## src/rtl/fm_param_slew.sv

```systemverilog
// FM synth parameter conditioner: snapshots button offsets on each sample strobe, saturates and
// slew-limits carrier FCW, modulator FCW and gain, then publishes them together. Macro: FM_SLEW_LIMIT_EN.
module fm_param_slew #(
    parameter logic [31:0] CARRIER_BASE_FCW = 32'd18898,
    parameter logic [31:0] MOD_BASE_FCW     = 32'd9449,
    parameter logic [31:0] FCW_MAX          = 32'h7FFF_FFFF,
    parameter logic [31:0] SLEW_FCW         = 32'd64,
    parameter logic [15:0] GAIN_SLEW        = 16'd64
) (
    input  logic        clk,
    input  logic        reset,
    input  logic        sample_tick,
    input  logic [31:0] carrier_offset,
    input  logic [31:0] mod_fcw_offset,
    input  logic [1:0]  vol_step,
    output logic [31:0] carrier_fcw,
    output logic [31:0] mod_fcw,
    output logic [15:0] gain,
    output logic        param_valid,
    output logic        overrun
);

`ifdef FM_SLEW_LIMIT_EN
    localparam logic SLEW_ON = 1'b1;
`else
    localparam logic SLEW_ON = 1'b0;
`endif

    typedef enum logic [2:0] {
        S_IDLE = 3'd0,
        S_CAR  = 3'd1,
        S_MOD  = 3'd2,
        S_GAIN = 3'd3,
        S_PUB  = 3'd4
    } state_t;

    function automatic logic [31:0] sat_fcw(input logic [31:0] base, input logic [31:0] offset);
        logic [32:0] sum;
        sum = {1'b0, base} + {offset[31], offset};
        if (sum[32])
            sat_fcw = 32'd0;
        else if (sum[31:0] > FCW_MAX)
            sat_fcw = FCW_MAX;
        else
            sat_fcw = sum[31:0];
    endfunction

    // An all-ones step makes every distance "close enough", so the target loads directly.
    function automatic logic [31:0] slew_to(input logic [31:0] cur, input logic [31:0] tgt,
                                            input logic [31:0] step);
        logic [32:0] c;
        logic [32:0] t;
        logic [32:0] s;
        logic [32:0] r;
        c = {1'b0, cur};
        t = {1'b0, tgt};
        s = {1'b0, step};
        if (t >= c) begin
            if ((t - c) <= s) r = t;
            else              r = c + s;
        end else begin
            if ((c - t) <= s) r = t;
            else              r = c - s;
        end
        slew_to = r[31:0];
    endfunction

    function automatic logic [15:0] gain_lut(input logic [1:0] idx);
        case (idx)
            2'd0:    gain_lut = 16'h2000;
            2'd1:    gain_lut = 16'h4000;
            2'd2:    gain_lut = 16'h6000;
            2'd3:    gain_lut = 16'h7FFF;
            default: gain_lut = 16'h0000;
        endcase
    endfunction

    state_t      state_q, state_d;
    logic [31:0] car_off_q, mod_off_q;
    logic [1:0]  vol_q;
    logic [31:0] car_work_q, mod_work_q;
    logic [15:0] gain_work_q;
    logic [31:0] car_fcw_q, mod_fcw_q;
    logic [15:0] gain_q;
    logic        valid_q, overrun_q;
    logic        snap_s, ld_car_s, ld_mod_s, ld_gain_s;
    logic [31:0] cur_s, tgt_s, step_s, next_s;

    // State register
    always_ff @(posedge clk) begin
        if (reset) state_q <= S_IDLE;
        else       state_q <= state_d;
    end

    // Next-state logic
    always_comb begin
        state_d = S_IDLE;
        case (state_q)
            S_IDLE:  state_d = sample_tick ? S_CAR : S_IDLE;
            S_CAR:   state_d = S_MOD;
            S_MOD:   state_d = S_GAIN;
            S_GAIN:  state_d = S_PUB;
            S_PUB:   state_d = S_IDLE;
            default: state_d = S_IDLE;
        endcase
    end

    // FSM output decode; publish regs load at the end of GAIN so they are visible during PUB
    always_comb begin
        snap_s    = 1'b0;
        ld_car_s  = 1'b0;
        ld_mod_s  = 1'b0;
        ld_gain_s = 1'b0;
        case (state_q)
            S_IDLE:  snap_s    = sample_tick;
            S_CAR:   ld_car_s  = 1'b1;
            S_MOD:   ld_mod_s  = 1'b1;
            S_GAIN:  ld_gain_s = 1'b1;
            S_PUB:   snap_s    = 1'b0;
            default: snap_s    = 1'b0;
        endcase
    end

    // Shared saturate + slew datapath, operand set chosen by state
    always_comb begin
        cur_s  = car_work_q;
        tgt_s  = sat_fcw(CARRIER_BASE_FCW, car_off_q);
        step_s = SLEW_FCW;
        case (state_q)
            S_MOD: begin
                cur_s = mod_work_q;
                tgt_s = sat_fcw(MOD_BASE_FCW, mod_off_q);
            end
            S_GAIN: begin
                cur_s  = {16'd0, gain_work_q};
                tgt_s  = {16'd0, gain_lut(vol_q)};
                step_s = {16'd0, GAIN_SLEW};
            end
            default: cur_s = car_work_q;
        endcase
        next_s = slew_to(cur_s, tgt_s, SLEW_ON ? step_s : 32'hFFFF_FFFF);
    end

    // Snapshot, working and published registers
    always_ff @(posedge clk) begin
        if (reset) begin
            car_off_q   <= 32'd0;
            mod_off_q   <= 32'd0;
            vol_q       <= 2'd0;
            car_work_q  <= CARRIER_BASE_FCW;
            mod_work_q  <= MOD_BASE_FCW;
            gain_work_q <= 16'd0;
            car_fcw_q   <= CARRIER_BASE_FCW;
            mod_fcw_q   <= MOD_BASE_FCW;
            gain_q      <= 16'd0;
            valid_q     <= 1'b0;
            overrun_q   <= 1'b0;
        end else begin
            if (snap_s) begin
                car_off_q <= carrier_offset;
                mod_off_q <= mod_fcw_offset;
                vol_q     <= vol_step;
            end
            if (ld_car_s)  car_work_q  <= next_s;
            if (ld_mod_s)  mod_work_q  <= next_s;
            if (ld_gain_s) begin
                gain_work_q <= next_s[15:0];
                car_fcw_q   <= car_work_q;
                mod_fcw_q   <= mod_work_q;
                gain_q      <= next_s[15:0];
            end
            valid_q   <= ld_gain_s;
            overrun_q <= overrun_q | (sample_tick & (state_q != S_IDLE));
        end
    end

    assign carrier_fcw = car_fcw_q;
    assign mod_fcw     = mod_fcw_q;
    assign gain        = gain_q;
    assign param_valid = valid_q;
    assign overrun     = overrun_q;

endmodule

```

## config.mk

```make
export PLATFORM = sky130hd
export DESIGN_NAME = fm_param_slew
export DESIGN_NICKNAME = d
export VERILOG_FILES = /design/src/rtl/fm_param_slew.sv
export SDC_FILE = /design/constraint.sdc
export NUM_CORES = 1
export LEC_CHECK = 0
export ABC_CLOCK_PERIOD_IN_PS = 5300
export CAP_MARGIN = 20
export CORE_MARGIN = 4
export CORE_UTILIZATION = 40
export CTS_CLUSTER_DIAMETER = 120
export DETAILED_ROUTE_END_ITERATION = 8
export PLACE_DENSITY = 0.73
export SYNTH_ARGS = -nofsm -noshare
export SYNTH_HDL_FRONTEND = slang
export SYNTH_SLANG_ARGS = --single-unit
```

## constraint.sdc

```tcl
create_clock -name clk -period 5.3 [get_ports clk]
set_input_delay 0.795 -clock clk [delete_from_list [all_inputs] [get_ports clk]]
set_output_delay 0.795 -clock clk [all_outputs]
set_load 0.01 [all_outputs]
```

==> metrics.md, run 1 <==
| Metric | Value |
|---|---|
| Crit path cell chain | `or4_4 -> a211o_1 -> and2_1 -> and3_1 -> nor2b_4 -> nand2_1 -> xor2_2 -> a21oi_1 -> nor2_2 -> inv_1 -> ha_1 -> nand4_1 -> nor2_2 -> and3_4 -> and2_4 -> o2111ai_2 -> nor4b_2 -> a32o_2 -> nor3_4 -> buf_4 -> or2b_4 -> buf_12 -> o32a_1 -> a31o_1` |
| Worst vdd ir | `238 uV` |
| Layout cells sized above 1 | `16.5%` |
| Tcrit/Tclk final | `between 90% and 100%` |
| Hold Path Class | `flip-flop to flip-flop` |
| Post-Syn Nets | `between 2000 and 2500` |
| Count of cells along the worst hold path | `2` |
| Fmax | `between 150 and 200 MHz` |
| Worst path required time | `5.73 ns` |
| Number of global-route vias before repair | `between 10000 and 15000` |
| Hold Violations, Final | `0` |
| Estimated wirelength of the detail-placed design | `~37000 um` |
| Cell area after synthesis | `14200 um^2` |
| Leakage | `between 7 and 8 nW` |
| Placed cell count | `roughly 2600` |
| I/O pins | `approximately 150` |
| Top FF cell, synth | `dfxtp_1` |
| # nets final | `2322` |
| Core area | `between 30000 and 40000 um^2` |
| Result of the run | `finished, final reports clean` |
| Floorplan die area | `38600 um^2` |
| Clock power share | `around 27%` |
| Most common library cell in the layout ignoring fill and taps | `nand2_1` |
| Die span in x | `197 um` |
| Sink Count | `about 220` |
| Placement row count | `68` |
| Total gr overflow | `0` |
| Sort of element at the end of the critical path | `flip-flop` |
| Final number of setup-violating endpoints | `0` |
| Number of fillers in the final layout | `3345` |
| Max stage delay on crit path | `between 0.5 and 0.6 ns` |
| First-pass GRT wire length | `77700 um` |
| Pin count of the biggest net entering global routing | `113` |
| Post-route ant nets | `0` |
| CTS tree | `done` |
| Total net switching power | `roughly 2.5 mW` |
| Maximum net fanout on the critical path | `7` |
| First-pass DRT Iterations | `7` |
| Slack of the worst reg-to-reg path | `~0.12 ns` |
| Top delay family on crit path | `simple AND/OR/NAND/NOR gates` |
| DRT Wirelength | `50100 um` |
| Later-pin clock latency in the skew report | `around 0.54 ns` |
| Worst Reg2Reg Path Length in Cells | `24` |
| Vias per cell | `about 5.7` |
| Clk pin slew, worst setup/hold paths | `roughly 0.06 ns` |
| Reg power frac | `between 20% and 30%` |
| Routed wire per std cell | `roughly 19 um` |
| Startpoint class of the critical path | `flip-flop` |
| CTS H-tree lvls | `1` |
| Power per cell area | `348 nW/um^2` |
| Clock skew after layout | `around 0.011 ns` |
| P_int | `3.99 mW` |
| Cell variety after synth | `between 90 and 100` |
| Effective utilization at floorplan | `around two fifths` |
| Total negative slack for setup checks | `0 ns` |
| Cell chosen for the clock root | `clkbuf_16` |
| Launch point of the critical path | `mod_off_q[5]$_SDFFE_PP0P_` |
| Buffering stage count on the worst path with inverters included | `3` |
| #FFs+latches synth | `215` |
| Synth-to-layout area growth | `30.7%` |
| Routed vias | `between 15000 and 20000` |
| Max clock buf depth | `3` |
| Slowest stage cell, crit path | `or4_4` |
| WHS Endpoint | `carrier_fcw[27]$_SDFFE_PP0P_` |
| Slew Viols, Final | `0` |
| Slew headroom | `40.5%` |
| Worst EP arrival | `roughly 5.6 ns` |
| Transition time at the pin with the least slew margin | `0.892 ns` |
| Overall global routing resource usage | `24.3%` |
| Cell count after synthesis | `~2000` |
| Time the final worst path needs with I/O delays and setup | `about 5.2 ns` |
| Residual DRC | `0` |
| Max-cap violations | `0` |
| Most numerous cell on the critical path | `nor2_2` |
| Async set or reset register ratio after synthesis | `0%` |
| Fraction of power spent switching nets | `roughly two fifths` |
| Hold path startpoint | `carrier_fcw[27]$_SDFFE_PP0P_` |
| DRC marker count from the first detailed-route iteration | `about 1200` |
| Startpoint of the most critical register-to-register path | `mod_off_q[5]$_SDFFE_PP0P_` |
| Commonest cells after routing, fill and taps aside | `nand2_1, a21oi_1, dfxtp_1, buf_4, clkdlybuf4s50_1` |
| Share of total power in combinational logic | `between 40% and 50%` |
| Sequential cell area fraction in the yosys report | `a little under a third` |
| Number of antenna violations at the first check in global routing | `0` |
| Die Y-Extent | `between 150 and 200 um` |
| Diodes inserted | `0` |
| Buffers on Ports | `150` |
| Total CTS buffers | `24` |
| Critical R2R Capture | `mod_work_q[5]$_SDFFE_PP1P_` |
| Routability cong. | `0.957` |
| Avg Cell Area, Syn | `7.28 um^2` |
| EDFF count, synth | `0` |
| Worst setup path class | `flip-flop to flip-flop` |
| Non-filler cells, final | `2654` |
| Syn. warnings | `0` |
## power by group through the flow
stage	logic (mW)	registers (mW)	clock network, mW
3_5_place_dp	2.46	1.88	0
6_report	2.87	1.85	1.75
2_1_floorplan	1.59	1.85	0
3_3_place_gp	2.43	1.88	0
5_1_grt	3.08	1.87	1.85
4_1_cts	2.54	1.85	1.78
## state kept, by name (all words and copies together), names as in the netlist, 2 cells and up
name         cells
car_off_q       32
car_work_q      32
carrier_fcw     32
mod_fcw         32
mod_off_q       32
mod_work_q      32
gain            16
state_q          3
vol_q            2
## tightest hold or removal path, delay by kind of cell (launching register included)
kind,cells,cell delay (ns)
DFF,1,0.31
and+or+nand+nor,1,0.05
AOI/OAI and AO/OA,1,0.05
## logic make-up (layout without fill, tap and decap cells)
kind of cell / count (synthesis) / after routing / share of synthesized area, %
simple gates: 835 / 836 / 27.0
compound gates: 527 / 527 / 24.0
flops: 215 / 215 / 30.3
buf+inv: 210 / 453 / 6.07
fa+ha+maj: 71 / 71 / 6.35
xor+xnor: 67 / 67 / 4.13
mux: 27 / 28 / 2.06
other cells: 2 / 2 / 0.0528
## cell type report
cell class,instances,area [um^2],share of cell area [%]
well taps,455,569,3.06
inverters,82,308,1.66
clock buffers,31,668,3.59
flip-flops and latches,215,4310,23.2
repair buffers,328,3020,16.2
clock inverters,12,155,0.835
multi-input cells,1531,9560,51.4
## metrics by stage
stage	setup slack, ns	total power, mW	utilization, %	hold slack [ns]	cell area, um^2
after global routing	-0.0735	6.80	53.4	0.469	18600
after detailed placement	-0.301	4.34	48.7	0.446	17000
final	0.116	6.47	53.4	0.451	18600
after global placement	-0.202	4.31	48.7	0.442	17000
after CTS	0.0126	6.17	51.5	0.455	17900
after floorplan	0.0985	3.44	-	0.436	14200
## what timing repair did
item / 4_1_cts / 5_1_grt
setup endpoints to repair: 80 / 80
hold buffers: 0 / 0
gates cloned: 1 / 3
resized for setup: 22 / 93
buffers inserted: 3 / 23
pin swaps: 5 / 39
## routing by layer
metal | vias to the layer above | GRT usage [%] | wire length [um]
li1 | 7313 | - | -
met1 | 7151 | 34.6 | 22900
met2 | 607 | 38.6 | 22000
met3 | 104 | 3.40 | 3560
met4 | 0 | 6.96 | 1720
met5 | - | 0 | 0
## worst max-delay path by stage
| stage | slack, ns | cells past startpoint | end |
|---|---|---|---|
| after detailed placement | -0.30 | 24 | mod_work_q[23]$_SDFFE_PP0P_ |
| after global routing | -0.07 | 22 | gain[1]$_SDFFE_PP0P_ |
| after CTS | 0.01 | 24 | gain[9]$_SDFFE_PP0P_ |
| after global placement | -0.20 | 22 | car_work_q[26]$_SDFFE_PP0P_ |
| final | 0.12 | 24 | mod_work_q[5]$_SDFFE_PP1P_ |
| after floorplan | 0.1 | 24 | gain[5]$_SDFFE_PP0P_ |
## synth_stat cells (6+ instances only)
cell type  instances  area (um^2)
and4_1             7         61.3
o31ai_1           22          165
nand4_1           23          144
ha_1              69          863
inv_1             79          297
a22oi_1            9         67.6
nor2_1           156          586
a211o_1            6         52.6
o31a_1             6         52.6
dfxtp_1          215         4300
nand2_1          397         1490
a311oi_1           6         52.6
xnor2_1           43          377
mux2_2            18          203
clkbuf_1         100          375
and2_1            14         87.6
a211oi_1          21          158
buf_1              9         33.8
mux2i_1            9         90.1
nor2b_1            9         56.3
buf_6              7         78.8
nand2b_1          20          125
xor2_1            24          210
a21oi_1          233         1170
or3_1             12         75.1
buf_2              9         45.0
nor3_1            49          245
nand3_1           57          285
o21a_1            21          158
o22ai_1           10         62.6
and3_1            17          106
a32oi_1            7         61.3
nand3b_1          32          240
a221oi_1           8         70.1
o211ai_1          10         75.1
nor4_1            10         62.6
o21ai_0           42          210
a21o_1            39          293
o21ai_1           14         70.1
nor3b_1           10         75.1
a31oi_1            6         37.5
(Power assumes the default switching activity.)
==> inputs of run 2 (changes only) <==
--- a/config.mk
+++ b/config.mk
@@ -12,6 +12,7 @@
 export CTS_CLUSTER_DIAMETER = 120
 export DETAILED_ROUTE_END_ITERATION = 8
 export PLACE_DENSITY = 0.73
+export SETUP_SLACK_MARGIN = 0.4
 export SYNTH_ARGS = -nofsm -noshare
 export SYNTH_HDL_FRONTEND = slang
 export SYNTH_SLANG_ARGS = --single-unit
==> run 2 against run 1 <==
Compared with the run above: sequential share of layout area shrank 0.75 points; power up 3.7%; sequential power about the same; global-route usage rose by 0.29 points; fmax up 0.88%; clock skew rose by 0.025 ns; largest cell class unchanged; highest routed layer unchanged.
==> metrics.md, run 2 (synthesis results as in run 1) <==
| Metric | Value |
|---|---|
| DRT Wirelength | `50600 um (+0.88%)` |
| CTS H-tree lvls | `1 (unchanged)` |
| Layout cells sized above 1 | `19.6% (+3.0 points)` |
| Diodes inserted | `0 (unchanged)` |
| Clk pin slew, worst setup/hold paths | `0.07 ns (about the same)` |
| Hold Violations, Final | `0 (unchanged)` |
| Worst Reg2Reg Path Length in Cells | `24 (unchanged)` |
| DP Area | `16900 um^2 (-0.43%)` |
| End-of-flow core utilization | `55.2% (+1.8 points)` |
| Hold path startpoint | `mod_fcw[28]$_SDFFE_PP0P_` |
| Cell chosen for the clock root | `clkbuf_16` |
| Worst path required time | `5.67 ns (-0.06 ns)` |
| Result of the run | `finished, final reports clean` |
| Sort of element at the end of the critical path | `flip-flop` |
| Total CTS buffers | `25 (+4.2%)` |
| First-pass GRT wire length | `78100 um (+0.46%)` |
| I/O pins | `151 (unchanged)` |
| Commonest cells after routing, fill and taps aside | `nand2_1, a21oi_1, dfxtp_1, buf_4, clkdlybuf4s50_1` |
| Startpoint of the most critical register-to-register path | `mod_off_q[7]$_SDFFE_PP0P_` |
| Number of fillers in the final layout | `3248 (-2.9%)` |
| Placement row count | `68 (unchanged)` |
| Effective utilization at floorplan | `40.9% (unchanged)` |
| Synth-to-layout area growth | `35.2%` |
| Estimated wirelength of the detail-placed design | `36700 um (-0.30%)` |
| CTS tree | `done` |
| Overall global routing resource usage | `24.6% (+0.29 points)` |
| Number of global-route vias before repair | `13905 (-2.0%)` |
| Total gr overflow | `0 (unchanged)` |
| First-pass DRT Iterations | `6 (-1)` |
| WHS Endpoint | `mod_fcw[28]$_SDFFE_PP0P_` |
| Fmax | `195 MHz (+0.88%)` |
| Number of antenna violations at the first check in global routing | `0 (unchanged)` |
| Critical R2R Capture | `mod_work_q[18]$_SDFFE_PP0P_` |
| Sink Count | `215 (unchanged)` |
| Leakage | `7.48 nW (+2.4%)` |
| Slew Viols, Final | `0 (unchanged)` |
| Floorplan die area | `38600 um^2 (unchanged)` |
| Buffers on Ports | `150 (unchanged)` |
| Transition time at the pin with the least slew margin | `1.03 ns (+0.137 ns)` |
| Most common library cell in the layout ignoring fill and taps | `nand2_1` |
| DRC marker count from the first detailed-route iteration | `1166 (-1.7%)` |
| Routability cong. | `0.953 (-0.44%)` |
| Final number of setup-violating endpoints | `0 (unchanged)` |
| Later-pin clock latency in the skew report | `0.56 ns (+0.02 ns)` |
| Worst EP arrival | `5.51 ns (-0.10 ns)` |
| Placed cell count | `2569 (-0.43%)` |
| Startpoint class of the critical path | `flip-flop` |
| Non-filler cells, final | `2659 (+0.19%)` |
| Time the final worst path needs with I/O delays and setup | `5.14 ns (-0.0450 ns)` |
| # nets final | `2327 (+0.22%)` |
| Count of cells along the worst hold path | `2 (unchanged)` |
| Hold Path Class | `flip-flop to flip-flop` |
| Max-cap violations | `0 (unchanged)` |
| Tcrit/Tclk final | `97.0% (-0.85 points)` |
| Die span in x | `197 um (unchanged)` |
| Power per cell area | `349 nW/um^2 (+0.30%)` |
| Post-route ant nets | `0 (unchanged)` |
| Residual DRC | `0 (unchanged)` |
| Slew headroom | `31.4% (-9.1 points)` |
| Worst hold-check slack | `0.452 ns (+0.000740 ns)` |
| Vias per cell | `5.71 (-0.22%)` |
| Total negative slack for setup checks | `0 ns (unchanged)` |
| Die Y-Extent | `197 um (unchanged)` |
| Slack of the worst reg-to-reg path | `0.16 ns (+0.04 ns)` |
| Worst setup path class | `flip-flop to flip-flop` |
| Finished Cell Area | `19200 um^2 (+3.4%)` |
| Max clock buf depth | `3 (unchanged)` |
| Worst vdd ir | `306 uV (+28%)` |
| Pin count of the biggest net entering global routing | `135 (+19%)` |
| RSZ-0062 raised after global routing | `yes` |
| Routed wire per std cell | `19.0 um (+0.69%)` |
| Routed vias | `15170 (-0.033%)` |
| Core area | `34800 um^2 (unchanged)` |
| Maximum net fanout on the critical path | `7 (unchanged)` |
| Clock skew after layout | `0.0360 ns (+0.0251 ns)` |
==> run 2: cell types whose count changed in the layout (fill, tap and decap cells not counted), moves of 6 or more <==
| cell | previous run | this run |
|---|---|---|
| ha_1 | 65 | 59 |
| o22ai_2 | 1 | 7 |
| nor2_1 | 142 | 136 |
| ha_4 | 3 | 9 |
| o22ai_1 | 10 | 4 |
==> run 2: cell type report <==
type | count | area [um^2] | share of cell area, %
multi-input combinational | 1533 | 10100 | 52.8
sequential | 215 | 4320 | 22.5
timing repair buffer | 330 | 3060 | 15.9
clock buffer | 34 | 679 | 3.53
tap | 455 | 569 | 2.96
inverter | 82 | 308 | 1.60
clock inverter | 10 | 144 | 0.748
==> run 2: worst max path at each step <==
stage,startpoint,endpoint,slack [ns],cells after the start
2_1_floorplan,car_off_q[14]$_SDFFE_PP0P_,gain[5]$_SDFFE_PP0P_,0.41,23
3_3_place_gp,mod_off_q[9]$_SDFFE_PP0P_,mod_work_q[24]$_SDFFE_PP0P_,0.06,23
3_5_place_dp,mod_off_q[9]$_SDFFE_PP0P_,car_work_q[24]$_SDFFE_PP0P_,0.0002,23
4_1_cts,mod_off_q[6]$_SDFFE_PP0P_,mod_work_q[18]$_SDFFE_PP0P_,0.22,26
5_1_grt,mod_off_q[7]$_SDFFE_PP0P_,car_work_q[18]$_SDFFE_PP0P_,-0.03,22
6_report,mod_off_q[7]$_SDFFE_PP0P_,mod_work_q[18]$_SDFFE_PP0P_,0.16,24
==> run 2: routing by layer <==
metal | wire (um) | up-vias | GRT usage, %
li1 | - | 7336 | -
met1 | 23000 | 7144 | 34.6
met2 | 22500 | 589 | 39.9
met3 | 3300 | 101 | 3.28
met4 | 1680 | 0 | 6.50
met5 | 0 | - | 0
==> run 2: metrics by stage <==
| stage | setup WS [ns] | power, mW |
|---|---|---|
| 6_report | 0.161 | 6.71 |
| 5_1_grt | -0.0324 | 7.04 |
| 4_1_cts | 0.223 | 6.50 |
| 3_5_place_dp | 0.000226 | 4.33 |
| 3_3_place_gp | 0.0560 | 4.29 |
| 2_1_floorplan | 0.405 | 3.46 |
==> run 2: worst max-delay path, cell delays in order, from the launching register on <==
cell	delay, ns
dfxtp_2	0.32
or4_4	0.54
a221o_1	0.35
and4_4	0.25
xnor2_4	0.18
buf_6	0.16
buf_8	0.13
a21oi_4	0.07
nor2_4	0.14
inv_2	0.06
ha_4	0.26
nand4_1	0.13
nor2_1	0.15
and3_1	0.19
and2_4	0.17
o2111ai_2	0.10
nor4b_2	0.28
a32o_2	0.22
nor3_4	0.05
buf_6	0.16
and2_4	0.18
buf_12	0.14
a221o_1	0.35
a22oi_2	0.25
a211oi_2	0.11
==> run 2: report_power, final <==
group	switching (mW)	leakage, nW	internal (mW)	total, mW
Clock	0.730	0.397	1.01	1.74
Combinational	1.79	5.33	1.33	3.12
Sequential	0.118	1.75	1.74	1.86
Total	2.64	7.48	4.08	6.71
==> run 2: timing repair <==
action,CTS,global route
setup endpoints to repair,80,80
resized for setup,138,74
hold buffers,0,0
pin swaps,108,42
buffers inserted,26,11
gates cloned,8,0
